==> src/rtl/rf_writeback_arbiter.sv <==
// rf_writeback_arbiter: round-robin share of the single register-file write
// port between execute (req0) and memory (req1) writeback, plus a per-register
// pending-write scoreboard used by decode for RAW hazard detection.
// Optional build macro: RF_WB_TRACE_EN (simulation-only write/grant trace).
`default_nettype none

module rf_writeback_arbiter #(
  parameter int REGISTER_WIDTH = 5,
  parameter int DATA_WIDTH     = 64
) (
  input  logic                          clk,
  input  logic                          reset,
  input  logic                          req0_valid,
  input  logic [REGISTER_WIDTH-1:0]     req0_reg,
  input  logic [DATA_WIDTH-1:0]         req0_data,
  output logic                          req0_ready,
  input  logic                          req1_valid,
  input  logic [REGISTER_WIDTH-1:0]     req1_reg,
  input  logic [DATA_WIDTH-1:0]         req1_data,
  output logic                          req1_ready,
  input  logic                          reserve_valid,
  input  logic [REGISTER_WIDTH-1:0]     reserve_reg,
  input  logic                          flush,
  input  logic [REGISTER_WIDTH-1:0]     query_rs1,
  input  logic [REGISTER_WIDTH-1:0]     query_rs2,
  output logic                          hazard,
  output logic                          wr_en,
  output logic [REGISTER_WIDTH-1:0]     wr_reg,
  output logic [DATA_WIDTH-1:0]         wr_data,
  output logic [2**REGISTER_WIDTH-1:0]  busy
);

  localparam int NREG = 2**REGISTER_WIDTH;

  logic                      prio_q;
  logic                      acc0_p0;
  logic                      acc1_p0;
  logic                      wr_en_p1;
  logic [REGISTER_WIDTH-1:0] wr_reg_p1;
  logic [DATA_WIDTH-1:0]     wr_data_p1;
  logic [NREG-1:0]           busy_q;
  logic [NREG-1:0]           busy_d;

  // Readiness depends only on the other requester and the priority bit, so
  // at most one of the two can be accepted in any cycle.
  always_comb begin
    req0_ready = !req1_valid || (prio_q == 1'b0);
    req1_ready = !req0_valid || (prio_q == 1'b1);
    acc0_p0    = req0_valid && req0_ready;
    acc1_p0    = req1_valid && req1_ready;
  end

  // Scoreboard next state: flush or accept clears, then a reserve sets, so a
  // newer producer of the same register always survives.
  always_comb begin
    busy_d = busy_q;
    if (flush) begin
      busy_d = '0;
    end else if (acc0_p0) begin
      busy_d[req0_reg] = 1'b0;
    end else if (acc1_p0) begin
      busy_d[req1_reg] = 1'b0;
    end
    if (reserve_valid && (reserve_reg != '0)) begin
      busy_d[reserve_reg] = 1'b1;
    end
    busy_d[0] = 1'b0;
  end

  // ---- stage p0 -> p1: accepted request becomes the registered write port
  always_ff @(posedge clk or posedge reset) begin
    if (reset) begin
      prio_q     <= 1'b0;
      wr_en_p1   <= 1'b0;
      wr_reg_p1  <= '0;
      wr_data_p1 <= '0;
      busy_q     <= '0;
    end else begin
      busy_q   <= busy_d;
      wr_en_p1 <= (acc0_p0 && (req0_reg != '0)) || (acc1_p0 && (req1_reg != '0));
      if (acc0_p0) begin
        prio_q     <= 1'b1;
        wr_reg_p1  <= req0_reg;
        wr_data_p1 <= req0_data;
      end else if (acc1_p0) begin
        prio_q     <= 1'b0;
        wr_reg_p1  <= req1_reg;
        wr_data_p1 <= req1_data;
      end
    end
  end

  // Hazard is read from the registered scoreboard; x0 never stalls.
  always_comb begin
    hazard = (busy_q[query_rs1] && (query_rs1 != '0)) ||
             (busy_q[query_rs2] && (query_rs2 != '0));
  end

  assign wr_en   = wr_en_p1;
  assign wr_reg  = wr_reg_p1;
  assign wr_data = wr_data_p1;
  assign busy    = busy_q;

`ifdef RF_WB_TRACE_EN
  logic wr_src_p1;

  function automatic string get_reg_name(input logic [REGISTER_WIDTH-1:0] r);
    case (int'(r))
      0: return "zero";  1: return "ra";   2: return "sp";   3: return "gp";
      4: return "tp";    5: return "t0";   6: return "t1";   7: return "t2";
      8: return "s0";    9: return "s1";   10: return "a0";  11: return "a1";
      12: return "a2";   13: return "a3";  14: return "a4";  15: return "a5";
      16: return "a6";   17: return "a7";  18: return "s2";  19: return "s3";
      20: return "s4";   21: return "s5";  22: return "s6";  23: return "s7";
      24: return "s8";   25: return "s9";  26: return "s10"; 27: return "s11";
      28: return "t3";   29: return "t4";  30: return "t5";  31: return "t6";
      default: return "x?";
    endcase
  endfunction

  // Remember which requester produced the write currently on the port.
  always_ff @(posedge clk or posedge reset) begin
    if (reset) begin
      wr_src_p1 <= 1'b0;
    end else if (acc0_p0 || acc1_p0) begin
      wr_src_p1 <= acc1_p0;
    end
  end

  // Trace completed writes and contested grants.
  always_ff @(posedge clk) begin
    if (!reset && wr_en_p1) begin
      $display("%0t rf_wb: req%0d x%0d (%s) <= %0h", $time, wr_src_p1, wr_reg_p1,
               get_reg_name(wr_reg_p1), wr_data_p1);
    end
    if (!reset && req0_valid && req1_valid) begin
      $display("%0t rf_wb: conflict won by req%0d", $time, acc1_p0 ? 1 : 0);
    end
  end
`endif

endmodule

`default_nettype wire

==> config.mk <==
export PLATFORM = sky130hd
export DESIGN_NAME = rf_writeback_arbiter
export DESIGN_NICKNAME = d
export VERILOG_FILES = /design/src/rtl/rf_writeback_arbiter.sv
export SDC_FILE = /design/constraint.sdc
export NUM_CORES = 1
export LEC_CHECK = 0
export BUFFER_PORTS_ARGS = -buffer_cell sky130_fd_sc_hd__buf_2
export CAP_MARGIN = 20
export CORE_MARGIN = 1
export CORE_UTILIZATION = 25
export CTS_BUF_LIST = sky130_fd_sc_hd__clkbuf_2
export DETAILED_ROUTE_END_ITERATION = 10
export SETUP_SLACK_MARGIN = 0.3
export SYNTH_ARGS = -nofsm -noshare
export SYNTH_HDL_FRONTEND = slang
export SYNTH_SLANG_ARGS = --single-unit
==> constraint.sdc <==
create_clock -name clk -period 3.21 [get_ports clk]
set_input_delay 0.321 -clock clk [delete_from_list [all_inputs] [get_ports clk]]
set_output_delay 0.321 -clock clk [all_outputs]
set_load 0.1 [all_outputs]
Yosys cells after proc, flatten, opt, wreduce, memory -nomap -nowiden. Cells that the tools add are included. W data, S select, Z words.

Reduce and logical (&&, ||, !) cells: 22. Multiplexer cells: 20. $lt $le $gt $ge: 8. Bitwise logic cells: 6.

Operator list (count): $mux W32 (4); $mux W64 (2); $and A32 B32 Y32 (2); $not A32 Y32 (2); $or A32 B32 Y32 (1); $lt A5 B6 Y1 const B (5); $reduce_bool A5 Y1 (5); $demux W1 S5 (3); $ge A5 B1 Y1 const B (3); $bmux W1 S5 (2); $logic_and A1 B1 Y1 (10); $mux W5 (2); $mux W1 (7); $logic_or A1 B1 Y1 (4); $logic_not A1 Y1 (2); $reduce_bool A2 Y1 (1); $not A1 Y1 (1).

Bits in registers: 102. Output and inout bits: 105.

Depth between registers and ports, before layout.
Depth in word-level cells: 11. Mapped depth: 7.

Worst setup path after synthesis. Ideal clock, no wire load.

Kind: register to output. Start: register busy_q[9], in the netlist busy[9]. End: output port hazard. Cell stages (with the launch flop): 6. Required time: 2.889 ns. Path buffers: 0. Setup slack: -1.053 ns. Data arrival time: 3.942 ns. Cell sequence: dfrtp_1 > mux4_2 > nor2_1 > a311oi_1 > a31oi_1 > o311ai_1.

Longest elaborated chain between the ends: 4.

RTL lines: start, declared (line 41) `logic [NREG-1:0] busy_q;`; start signal, assigned (line 79) `busy_q <= busy_d;`; $bmux W1 S5, on equally long branches (line 95, 96); $mux W1, on equally long branches (line 95, 96); $logic_and A1 B1 Y1, on equally long branches (line 95, 96); $logic_or A1 B1 Y1 (*) (line 95) `hazard = (busy_q[query_rs1] && (query_rs1 != '0)) ||`; end, declared (line 26) `output logic hazard,`.

Every way passes the cells marked *; elsewhere a longest branch is shown, timed or not. The select of a mux whose other input is x is not followed.

Worst setup path after layout.
Start: register busy_q[15], in the netlist busy[15]. End: output port hazard.

The elaborated chain is that of the path after synthesis.

==> flow_summary.toml <==
[clock_tree]
insertion_delay_ns = 0.64
htree_levels = 3
cts_buffers = 9
cts_tree = "built"
cts_buffer_depth = 2
cts_root_buffer = "clkbuf_2"
path_clk_slew_ns = 0.32
numClockSinks = 102

[min_path]
min_path_type = "input port to flop"
holdPathEnd = "busy[16]$_DFF_PP0_"
min-delay-start = "reserve_reg[0]"
min_path_cells = 3

[global_routing]
grt-ovfl-total = 0
antenna_found_initial = 2
track_usage = 0.194
grt_pass1_vias = 6219
grt_max_degree = 63
grt_pass1_wl_um = 33100

[route]
dr.pass1.iters = 5
vias = 6030
ant_nets = 0
drc = 0
drt_wl_total_um = 20900
drt_iter0_markers = 378
vias_per_cell = 4.89
wl_per_cell_um = 17.0

[sta]
min_period_ns = 2.74
rsz0062_at_grt = "true"
tightestPinTransition_ns = 0.792
fin_crit_sh = 0.853
fin_skew_ns = 0.0263
worst_hold_slack_ns = 0.114
maxSlewHeadroom = 0.472
hold_violations = 0
fmax_mhz = 365
fin_ws_ns = 0.471
finalSetupTns_ns = 0
setup_violations = 0
slew_violations = 0

[finish]
drive_gt1_frac = 0.332
area_growth_pct = 58.3
fin_cells = 1234
largest_reg_flops = 64
final_util = 0.403
layout.nets = 1111
final_cell_mix = "buf_2, dlygate4sd3_1, nor2_1"
final_common_cell = "buf_2"

[floorplanning]
num_io_pins = 264
die-area_um2 = 21900
core_area_um2 = 21000
start_util = 0.255
fp.dieH_um = 148
die_x_um = 148
std_cell_rows = 53

[logic_synthesis]
syn_area_um2 = 5340
synth_seq_cells = 102
seq_area_frac_synth = 0.478
muxShareOfSynthArea = 0.0689
synthCells = 570
syn_nets = 729
synth_flop_cell = "dfrtp_1"
synthSimpleGateAreaFrac = 0.181
synth_fa_ha_area_frac = 0
yosysUniqueCellTypes = 51
synth-compound-area-share = 0.205
synth-edff-count = 0
postSynth.asyncResetShare = 1.00
synth_top_family_by_area = "compound AO/OA/AOI/OAI gates"
syn_avg_cell_area_um2 = 9.36
synth_warnings = 0
synth_xor_area_frac = 0

[worst_setup_path]
rr_startpoint = "prio_q$_DFFE_PP0P_"
reg2reg_depth = 6
cp.required_ns = 2.89
end_kind = "output pin"
reg2reg_slack_ns = 0.66
crit_arrival_ns = 2.42
r2r-end = "wr_data[13]$_DFFE_PP0P_"
critPathKind = "flop to output pin"
cp_max_fo = 4
crit_path_start_kind = "flop"

[place]
place_inst = 1069
pre_cts_ws_ns = 0.799
dp_hpwl_um = 13900
port_buffers = 262
gp_congestion = 0.878

[power]
pwr_density_cell_nw_per_um2 = 465
p_leak_nw = 3.83
vdd_drop_max_mv = 0.251

[job]
drv_cap = 0

[status]
status = "completed"
-- power by group --
part | switching [mW] | leakage [nW] | internal (mW)
sequential | 0.0737 | 1.22 | 1.41
combinational | 1.33 | 2.53 | 0.465
clock | 0.515 | 0.0748 | 0.136
-- critical path: stages (launching register included) --
cell      delay, ns
dfrtp_1        0.50
mux4_2         0.49
and4b_1        0.23
nor3_2         0.24
o311ai_4       0.13
buf_6          0.20
-- cells in the mapped netlist (4+ instances only) --
cell type  count  share of area
mux4_2         9          0.038
nand3_1        8         0.0075
buf_2         13          0.012
or3_1          4         0.0047
inv_1         34          0.024
a21oi_1        5         0.0047
a31oi_1        8         0.0094
o32ai_1       24          0.039
mux2_2         5          0.011
nor2b_1        9          0.011
nand2_1       11         0.0077
dfrtp_1      102           0.48
nand3b_1      12          0.017
o2111ai_1      6         0.0098
o221ai_1       7          0.011
o22ai_1       94           0.11
clkbuf_1      22          0.015
o21ai_1        7         0.0066
nor2_1       142           0.10
mux2i_1        6          0.011
or3b_2         4         0.0066
buf_6          4         0.0084
-- cell type report --
class / count / area, um2
diodes: 2 / 5.00
flip-flops and latches: 102 / 2550
clock inverters: 7 / 71.3
multi-input cells: 390 / 2460
fillers: 2099 / 12500
inverters: 34 / 131
clock buffers: 9 / 45.0
repair buffers: 415 / 2840
well taps: 275 / 344
-- timing repair --
action,4_1_cts,5_1_grt
endpoints found under the setup margin,1,26
pin swaps,0,1
hold buffers,144,0
gates cloned,0,0
buffers inserted,0,3
hold endpoints to repair,181,0
resized for setup,1,2
-- per-layer routing --
| metal | part of all wire | global-route usage | up-vias |
|---|---|---|---|
| li1 | - | - | 2872 |
| met1 | 0.42 | 0.236 | 2868 |
| met2 | 0.49 | 0.327 | 251 |
| met3 | 0.062 | 0.0393 | 39 |
| met4 | 0.032 | 0.0897 | 0 |
| met5 | 0 | 0 | - |
-- cells by family after synthesis --
family | Yosys count
buf+inv | 78
simple gates | 207
compound gates | 159
flops | 102
other cells | 1
mux | 23
-- worst max path at each step --
stage,endpoint,start,slack (ns)
6_report,hazard,busy[15]$_DFF_PP0_,0.47
4_1_cts,hazard,busy[22]$_DFF_PP0_,0.34
2_1_floorplan,hazard,busy[9]$_DFF_PP0_,0.34
5_1_grt,hazard,busy[22]$_DFF_PP0_,0.28
3_3_place_gp,hazard,query_rs2[2],0.80
3_5_place_dp,hazard,query_rs2[2],0.80
-- stage by stage --
step,instance area (um2),power [mW]
2_1_floorplan,5360,2.73
3_3_place_gp,6850,3.08
3_5_place_dp,6850,3.09
4_1_cts,8410,3.95
5_1_grt,8450,4.12
6_report,8450,3.93
Power figures use the tool's default switching activity.
